===== src/rtl/sequential_neural_network.sv =====
// Time-multiplexed dense network: one MAC per clock walks every layer in turn,
// with weights and biases held in a write-port-loaded register file.
module sequential_neural_network #(
    parameter int DATA_WIDTH    = 16,
    parameter int FRACTION_BITS = 8,
    parameter int NUM_LAYERS    = 4,
    parameter int MAX_SIZE      = 4,
    parameter int SIZES [NUM_LAYERS] = '{2, 4, 4, 2},
    // 0 selects relu, 1 selects the hard sigmoid
    parameter bit ACTIVATIONS [NUM_LAYERS-1] = '{1'b0, 1'b0, 1'b1},
    parameter int ADDRESS_WIDTH = $clog2((NUM_LAYERS-1)*MAX_SIZE*(MAX_SIZE+1))
) (
    input  logic                         clock,
    input  logic                         reset,
    input  logic                         inputs_ready,
    input  logic signed [DATA_WIDTH-1:0] inputs [SIZES[0]],
    input  logic                         weight_write,
    input  logic [ADDRESS_WIDTH-1:0]     weight_address,
    input  logic signed [DATA_WIDTH-1:0] weight_data,
    output logic signed [DATA_WIDTH-1:0] outputs [SIZES[NUM_LAYERS-1]],
    output logic                         outputs_ready,
    output logic                         busy
);

    localparam int ACC_W         = 2*DATA_WIDTH + $clog2(MAX_SIZE) + 1;
    localparam int PROD_W        = 2*DATA_WIDTH;
    localparam int NEURON_STRIDE = MAX_SIZE + 1;
    localparam int LAYER_STRIDE  = MAX_SIZE * NEURON_STRIDE;
    localparam int MEM_DEPTH     = (NUM_LAYERS-1) * LAYER_STRIDE;
    localparam int CNT_W         = (MAX_SIZE > 1) ? $clog2(MAX_SIZE) : 1;
    localparam int LAYER_W       = $clog2(NUM_LAYERS);
    localparam int IN_N          = SIZES[0];
    localparam int OUT_N         = SIZES[NUM_LAYERS-1];
    localparam int SIG_W         = DATA_WIDTH + 2;

    localparam logic signed [ACC_W-1:0] SAT_MAX =
        {{(ACC_W-DATA_WIDTH+1){1'b0}}, {(DATA_WIDTH-1){1'b1}}};
    localparam logic signed [ACC_W-1:0] SAT_MIN =
        {{(ACC_W-DATA_WIDTH+1){1'b1}}, {(DATA_WIDTH-1){1'b0}}};
    localparam logic signed [SIG_W-1:0] SIG_HALF = SIG_W'(1 << (FRACTION_BITS-1));
    localparam logic signed [SIG_W-1:0] SIG_ONE  = SIG_W'(1 << FRACTION_BITS);

    typedef enum logic [1:0] {S_IDLE, S_MAC, S_ACTIVATE, S_DONE} state_t;

    state_t state, state_next;

    logic signed [DATA_WIDTH-1:0] weight_mem [MEM_DEPTH];
    logic signed [DATA_WIDTH-1:0] buf_a [MAX_SIZE];
    logic signed [DATA_WIDTH-1:0] buf_b [MAX_SIZE];
    logic                         sel;
    logic signed [ACC_W-1:0]      acc;
    logic [LAYER_W-1:0]           layer;
    logic [CNT_W-1:0]             neuron;
    logic [CNT_W-1:0]             index;

    logic [CNT_W-1:0]             last_index;
    logic [CNT_W-1:0]             last_neuron;
    logic                         use_sigmoid;
    logic                         final_layer;
    int                           rd_offset;
    logic [ADDRESS_WIDTH-1:0]     rd_addr;
    logic signed [DATA_WIDTH-1:0] mem_q;
    logic signed [DATA_WIDTH-1:0] operand;
    logic signed [PROD_W-1:0]     product;
    logic signed [ACC_W-1:0]      bias_ext;
    logic signed [DATA_WIDTH-1:0] act_y;

    function automatic logic signed [DATA_WIDTH-1:0] saturate(
        input logic signed [ACC_W-1:0] v
    );
        if (v > SAT_MAX)
            return {1'b0, {(DATA_WIDTH-1){1'b1}}};
        else if (v < SAT_MIN)
            return {1'b1, {(DATA_WIDTH-1){1'b0}}};
        else
            return DATA_WIDTH'(v);
    endfunction

    function automatic logic signed [DATA_WIDTH-1:0] hard_sigmoid(
        input logic signed [DATA_WIDTH-1:0] r
    );
        logic signed [SIG_W-1:0] v;
        v = SIG_HALF + (SIG_W'(r) >>> 2);
        if (v < 0)
            return '0;
        else if (v > SIG_ONE)
            return DATA_WIDTH'(SIG_ONE);
        else
            return DATA_WIDTH'(v);
    endfunction

    function automatic logic signed [DATA_WIDTH-1:0] activate(
        input logic signed [ACC_W-1:0] s,
        input logic                    sigmoid
    );
        logic signed [DATA_WIDTH-1:0] r;
        r = saturate(s >>> FRACTION_BITS);
        if (sigmoid)
            return hard_sigmoid(r);
        else
            return (r < 0) ? '0 : r;
    endfunction

    // Per-layer constants selected by the running layer counter
    always_comb begin
        last_index  = '0;
        last_neuron = '0;
        use_sigmoid = 1'b0;
        for (int l = 0; l < NUM_LAYERS-1; l++) begin
            if (layer == LAYER_W'(l)) begin
                last_index  = CNT_W'(SIZES[l] - 1);
                last_neuron = CNT_W'(SIZES[l+1] - 1);
                use_sigmoid = ACTIVATIONS[l];
            end
        end
    end

    assign final_layer = (layer == LAYER_W'(NUM_LAYERS-2));

    // The bias sits in the slot just past the last weight of each neuron
    always_comb begin
        rd_offset = int'(layer) * LAYER_STRIDE + int'(neuron) * NEURON_STRIDE
                  + ((state == S_ACTIVATE) ? MAX_SIZE : int'(index));
        rd_addr   = ADDRESS_WIDTH'(rd_offset);
    end

    assign mem_q    = weight_mem[rd_addr];
    assign operand  = sel ? buf_b[index] : buf_a[index];
    assign product  = PROD_W'(mem_q) * PROD_W'(operand);
    assign bias_ext = ACC_W'(mem_q) <<< FRACTION_BITS;
    assign act_y    = activate(acc + bias_ext, use_sigmoid);

    // Memory has no reset so loaded weights survive it; writes only land while idle
    always_ff @(posedge clock) begin
        if (weight_write && !busy &&
            ({1'b0, weight_address} < (ADDRESS_WIDTH+1)'(MEM_DEPTH)))
            weight_mem[weight_address] <= weight_data;
    end

    always_ff @(posedge clock or negedge reset) begin
        if (!reset)
            state <= S_IDLE;
        else
            state <= state_next;
    end

    always_comb begin
        state_next = state;
        case (state)
            S_IDLE:     if (inputs_ready) state_next = S_MAC;
            S_MAC:      if (index == last_index) state_next = S_ACTIVATE;
            S_ACTIVATE: state_next = (neuron == last_neuron && final_layer) ? S_DONE : S_MAC;
            S_DONE:     state_next = S_IDLE;
            default:    state_next = S_IDLE;
        endcase
    end

    always_ff @(posedge clock or negedge reset) begin
        if (!reset) begin
            acc           <= '0;
            layer         <= '0;
            neuron        <= '0;
            index         <= '0;
            sel           <= 1'b0;
            busy          <= 1'b0;
            outputs_ready <= 1'b0;
            for (int i = 0; i < MAX_SIZE; i++) begin
                buf_a[i] <= '0;
                buf_b[i] <= '0;
            end
            for (int i = 0; i < OUT_N; i++)
                outputs[i] <= '0;
        end else begin
            outputs_ready <= 1'b0;
            case (state)
                S_IDLE: begin
                    if (inputs_ready) begin
                        for (int i = 0; i < MAX_SIZE; i++)
                            buf_a[i] <= '0;
                        for (int i = 0; i < IN_N; i++)
                            buf_a[i] <= inputs[i];
                        acc    <= '0;
                        layer  <= '0;
                        neuron <= '0;
                        index  <= '0;
                        sel    <= 1'b0;
                        busy   <= 1'b1;
                    end
                end
                S_MAC: begin
                    acc <= acc + ACC_W'(product);
                    if (index != last_index)
                        index <= index + CNT_W'(1);
                end
                S_ACTIVATE: begin
                    if (sel)
                        buf_a[neuron] <= act_y;
                    else
                        buf_b[neuron] <= act_y;
                    acc   <= '0;
                    index <= '0;
                    if (neuron != last_neuron) begin
                        neuron <= neuron + CNT_W'(1);
                    end else if (!final_layer) begin
                        sel    <= ~sel;
                        layer  <= layer + LAYER_W'(1);
                        neuron <= '0;
                    end
                end
                S_DONE: begin
                    // The final layer wrote into whichever buffer was not the input side
                    for (int i = 0; i < OUT_N; i++)
                        outputs[i] <= sel ? buf_a[i] : buf_b[i];
                    outputs_ready <= 1'b1;
                    busy          <= 1'b0;
                end
                default: ;
            endcase
        end
    end

endmodule


===== config.mk =====
export PLATFORM = sky130hd
export DESIGN_NAME = sequential_neural_network
export DESIGN_NICKNAME = d
export VERILOG_FILES = /design/src/rtl/sequential_neural_network.sv
export SDC_FILE = /design/constraint.sdc
export NUM_CORES = 2
export LEC_CHECK = 0
export BUFFER_PORTS_ARGS = -buffer_cell sky130_fd_sc_hd__buf_4
export CAP_MARGIN = 20
export CORE_UTILIZATION = 64
export DETAILED_ROUTE_END_ITERATION = 6
export GPL_ROUTABILITY_DRIVEN = 0
export HOLD_SLACK_MARGIN = 0.03
export PLACE_DENSITY = 0.8
export SLEW_MARGIN = 30
export SYNTH_ARGS = -nofsm -noshare
export SYNTH_HDL_FRONTEND = slang
export SYNTH_SLANG_ARGS = --single-unit

===== constraint.sdc =====
create_clock -name clock -period 14 [get_ports clock]
set_input_delay 1.4 -clock clock [delete_from_list [all_inputs] [get_ports clock]]
set_output_delay 1.4 -clock clock [all_outputs]
set_load 0.02 [all_outputs]

==> results.sh <==
export IMPL_yosysUniqueCellTypes=80
export IMPL_cp_data_required_time_ns=14.62
export IMPL_layout_min_cycle_time_ns=11.36
export IMPL_mostFrequentLayoutCells="edfxtp_1, nand2_1, mux4_2, inv_1, fa_1"
export IMPL_slowest_delay_ns=0.65
export IMPL_finalHoldViolations=0
export IMPL_timing_reg2reg_setup_slack_ns=2.64
export IMPL_hold_slack_ns=0.466
export IMPL_cts_root_buf="clkbuf_16"
export IMPL_ys_flop_type="edfxtp_1"
export IMPL_antenna_found_initial=4
export IMPL_synth_area_um2=59200
export IMPL_drt_wl_total_um=152000
export IMPL_syn_nets=4384
export IMPL_portBuffers=91
export IMPL_std_cell_rows=111
export IMPL_endpoint="acc[31]$_DFFE_PN0P_"
export IMPL_slew_headroom=0.346
export IMPL_place_inst=5061
export IMPL_worstSetupStartpointType="flop"
export IMPL_fmax_mhz=88.0
export IMPL_syn_area_per_cell_um2=15.3
export IMPL_reg2reg_depth=34
export IMPL_yosysWarnings=0
export IMPL_yosysTopAreaCellShare=0.487
export IMPL_first_global_vias=37000
export IMPL_drt_initial_drc_count=4111
export IMPL_die_w_um=306
export IMPL_vias=35200
export IMPL_wl_met3_um=14200
export IMPL_top_layer_used="met5"
export IMPL_cts_buffers=109
export IMPL_h_tree_depth=3
export IMPL_start_util=0.646
export IMPL_wl_per_cell_um=28.9
export IMPL_cts_buffer_depth=3
export IMPL_fin_cells=5268
export IMPL_die_h_um=306
export IMPL_clock_latency_ns=0.73
export IMPL_drt_met1_wl_um=53800
export IMPL_drive_gt1_frac=0.185
export IMPL_grt_max_degree=124
export IMPL_setup_viol=0
export IMPL_track_usage=0.333
export IMPL_grt_pass1_wl_um=229000
export IMPL_fin_nets=4507
export IMPL_critical_path_class="reg2reg"
export IMPL_path_clk_slew_ns=0.06
export IMPL_maxSlewViolCount=0
export IMPL_cts_setup_buffers=0
export IMPL_fin_skew_ns=0.0660
export IMPL_cp_max_fo=27
export IMPL_drt_pass1_iterations=7
export IMPL_cp_depth=34
export IMPL_cts_tree="built"
export IMPL_final_setup_tns_ns=0
export IMPL_crit_path_end_kind="flop"
export IMPL_grt_overflow_total=0
export IMPL_synthArstFlopShare=0.172
export IMPL_min_period_over_period=0.812
export IMPL_r2r_start="state[1]$_DFFE_PN0P_"
export IMPL_path_delay_family="adder cells"
export IMPL_critical_path_buf_inv_count=7
export IMPL_timing_critical_path_arrival_ns=11.98
export IMPL_final_common_cell="edfxtp_1"
export IMPL_violations="DRC"
export IMPL_maxCapViolations=0
export IMPL_ios=92
export IMPL_cts_resized=0
export IMPL_drc=8
export IMPL_final_core_util=0.713
export IMPL_synth_top_area_cell="edfxtp_1"
export IMPL_status="complete, but fails checks"
export IMPL_hp_class="reg2reg"
export IMPL_seq_area_frac_synth=0.572
export IMPL_ys_top_cells_by_area="edfxtp_1, mux4_2, fa_1"
export IMPL_tightest_slew_ns=0.977
export IMPL_slowest_stage="fa_2"
export IMPL_critPathLaunch="state[1]$_DFFE_PN0P_"
export IMPL_synth_cells=3864
export IMPL_synth_edf_count=960
export IMPL_dp_hpwl_um=93900
export IMPL_cts_hold_buf=0
export IMPL_dieArea_um2=93700
export IMPL_r2r_end="acc[31]$_DFFE_PN0P_"
export IMPL_grt_setup_unrepaired="no"
export IMPL_clock_sinks=1160
export IMPL_min_from="outputs[15]$_DFFE_PN0P_"
export IMPL_core_um2=91700
export IMPL_ys_ff_latch=1160
export IMPL_crit_top_cell="fa_1"
export IMPL_ant_nets=0
export IMPL_syn_to_final_growth_pct=10.4
export IMPL_wl_met2_um=74600
export IMPL_vias_per_cell=6.68
per-layer routing:
metal  vias up  track usage
met5         -            0
met4         6        0.182
met3       579       0.0613
met2      2325        0.545
met1     17900        0.428
li1      14400            -
cell families after synthesis:
group | synth area share
buffers and inverters | 0.0329
AOI/OAI and AO/OA | 0.0526
and+or+nand+nor | 0.0591
xor gates and xnor gates | 0.0103
adders and majority gates | 0.137
DFF | 0.572
muxes | 0.136
cell type report:
type                       instances  area, um2
fill                            5544      26300
clock inverter                    72        741
timing repair buffer             202       1600
inverter                         316       1190
antenna                            1       2.50
tap                             1186       1480
multi-input combinational       2198      23600
sequential                      1160      33800
clock buffer                     133       2910
worst min-delay path: stages, from the launching register on:
cell and delay (ns):
dfrtp_1 0.34, nand2_1 0.05, nand2_1 0.05
sequential cells by signal, summed over array words and instances (netlist names), 2 cells and up:
register	flops
acc	35
buf_a	62
buf_b	60
index	2
layer	2
neuron	2
outputs	32
state	2
weight_mem	960
per-stage QoR:
| stage | instance area, um2 | setup slack, ns |
|---|---|---|
| after floorplan | 59200 | 2.52 |
| after global routing | 65300 | 2.09 |
| after CTS | 65300 | 2.65 |
| final | 65300 | 2.64 |
| after global placement | 61600 | 3.06 |
| after detailed placement | 61600 | 2.76 |
worst min-delay path by stage:
stage,end,cells after the start
3_3_place_gp,outputs[31]$_DFFE_PN0P_,2
6_report,outputs[15]$_DFFE_PN0P_,2
2_1_floorplan,buf_a[30]$_DFFE_PN0P_,2
3_5_place_dp,outputs[15]$_DFFE_PN0P_,2
4_1_cts,outputs[15]$_DFFE_PN0P_,2
5_1_grt,buf_a[30]$_DFFE_PN0P_,2
cell usage after synthesis (22+ instances only):
library cell / number
nand3_1: 22
fa_1: 313
nor2_1: 145
clkbuf_1: 130
a21oi_1: 87
xor2_1: 28
o21ai_0: 180
buf_1: 29
a31oi_1: 24
nand2_1: 384
o21ai_1: 36
xnor2_1: 38
ha_1: 149
a21o_1: 28
buf_2: 27
mux4_2: 315
mux2i_1: 80
and2_1: 42
nand2b_1: 35
edfxtp_1: 960
dfrtp_1: 200
nor2b_1: 72
inv_1: 314
Power is left out: the tool's default activity adds up to more than one toggle a clock period on the data nets, which glitch-free logic cannot reach.
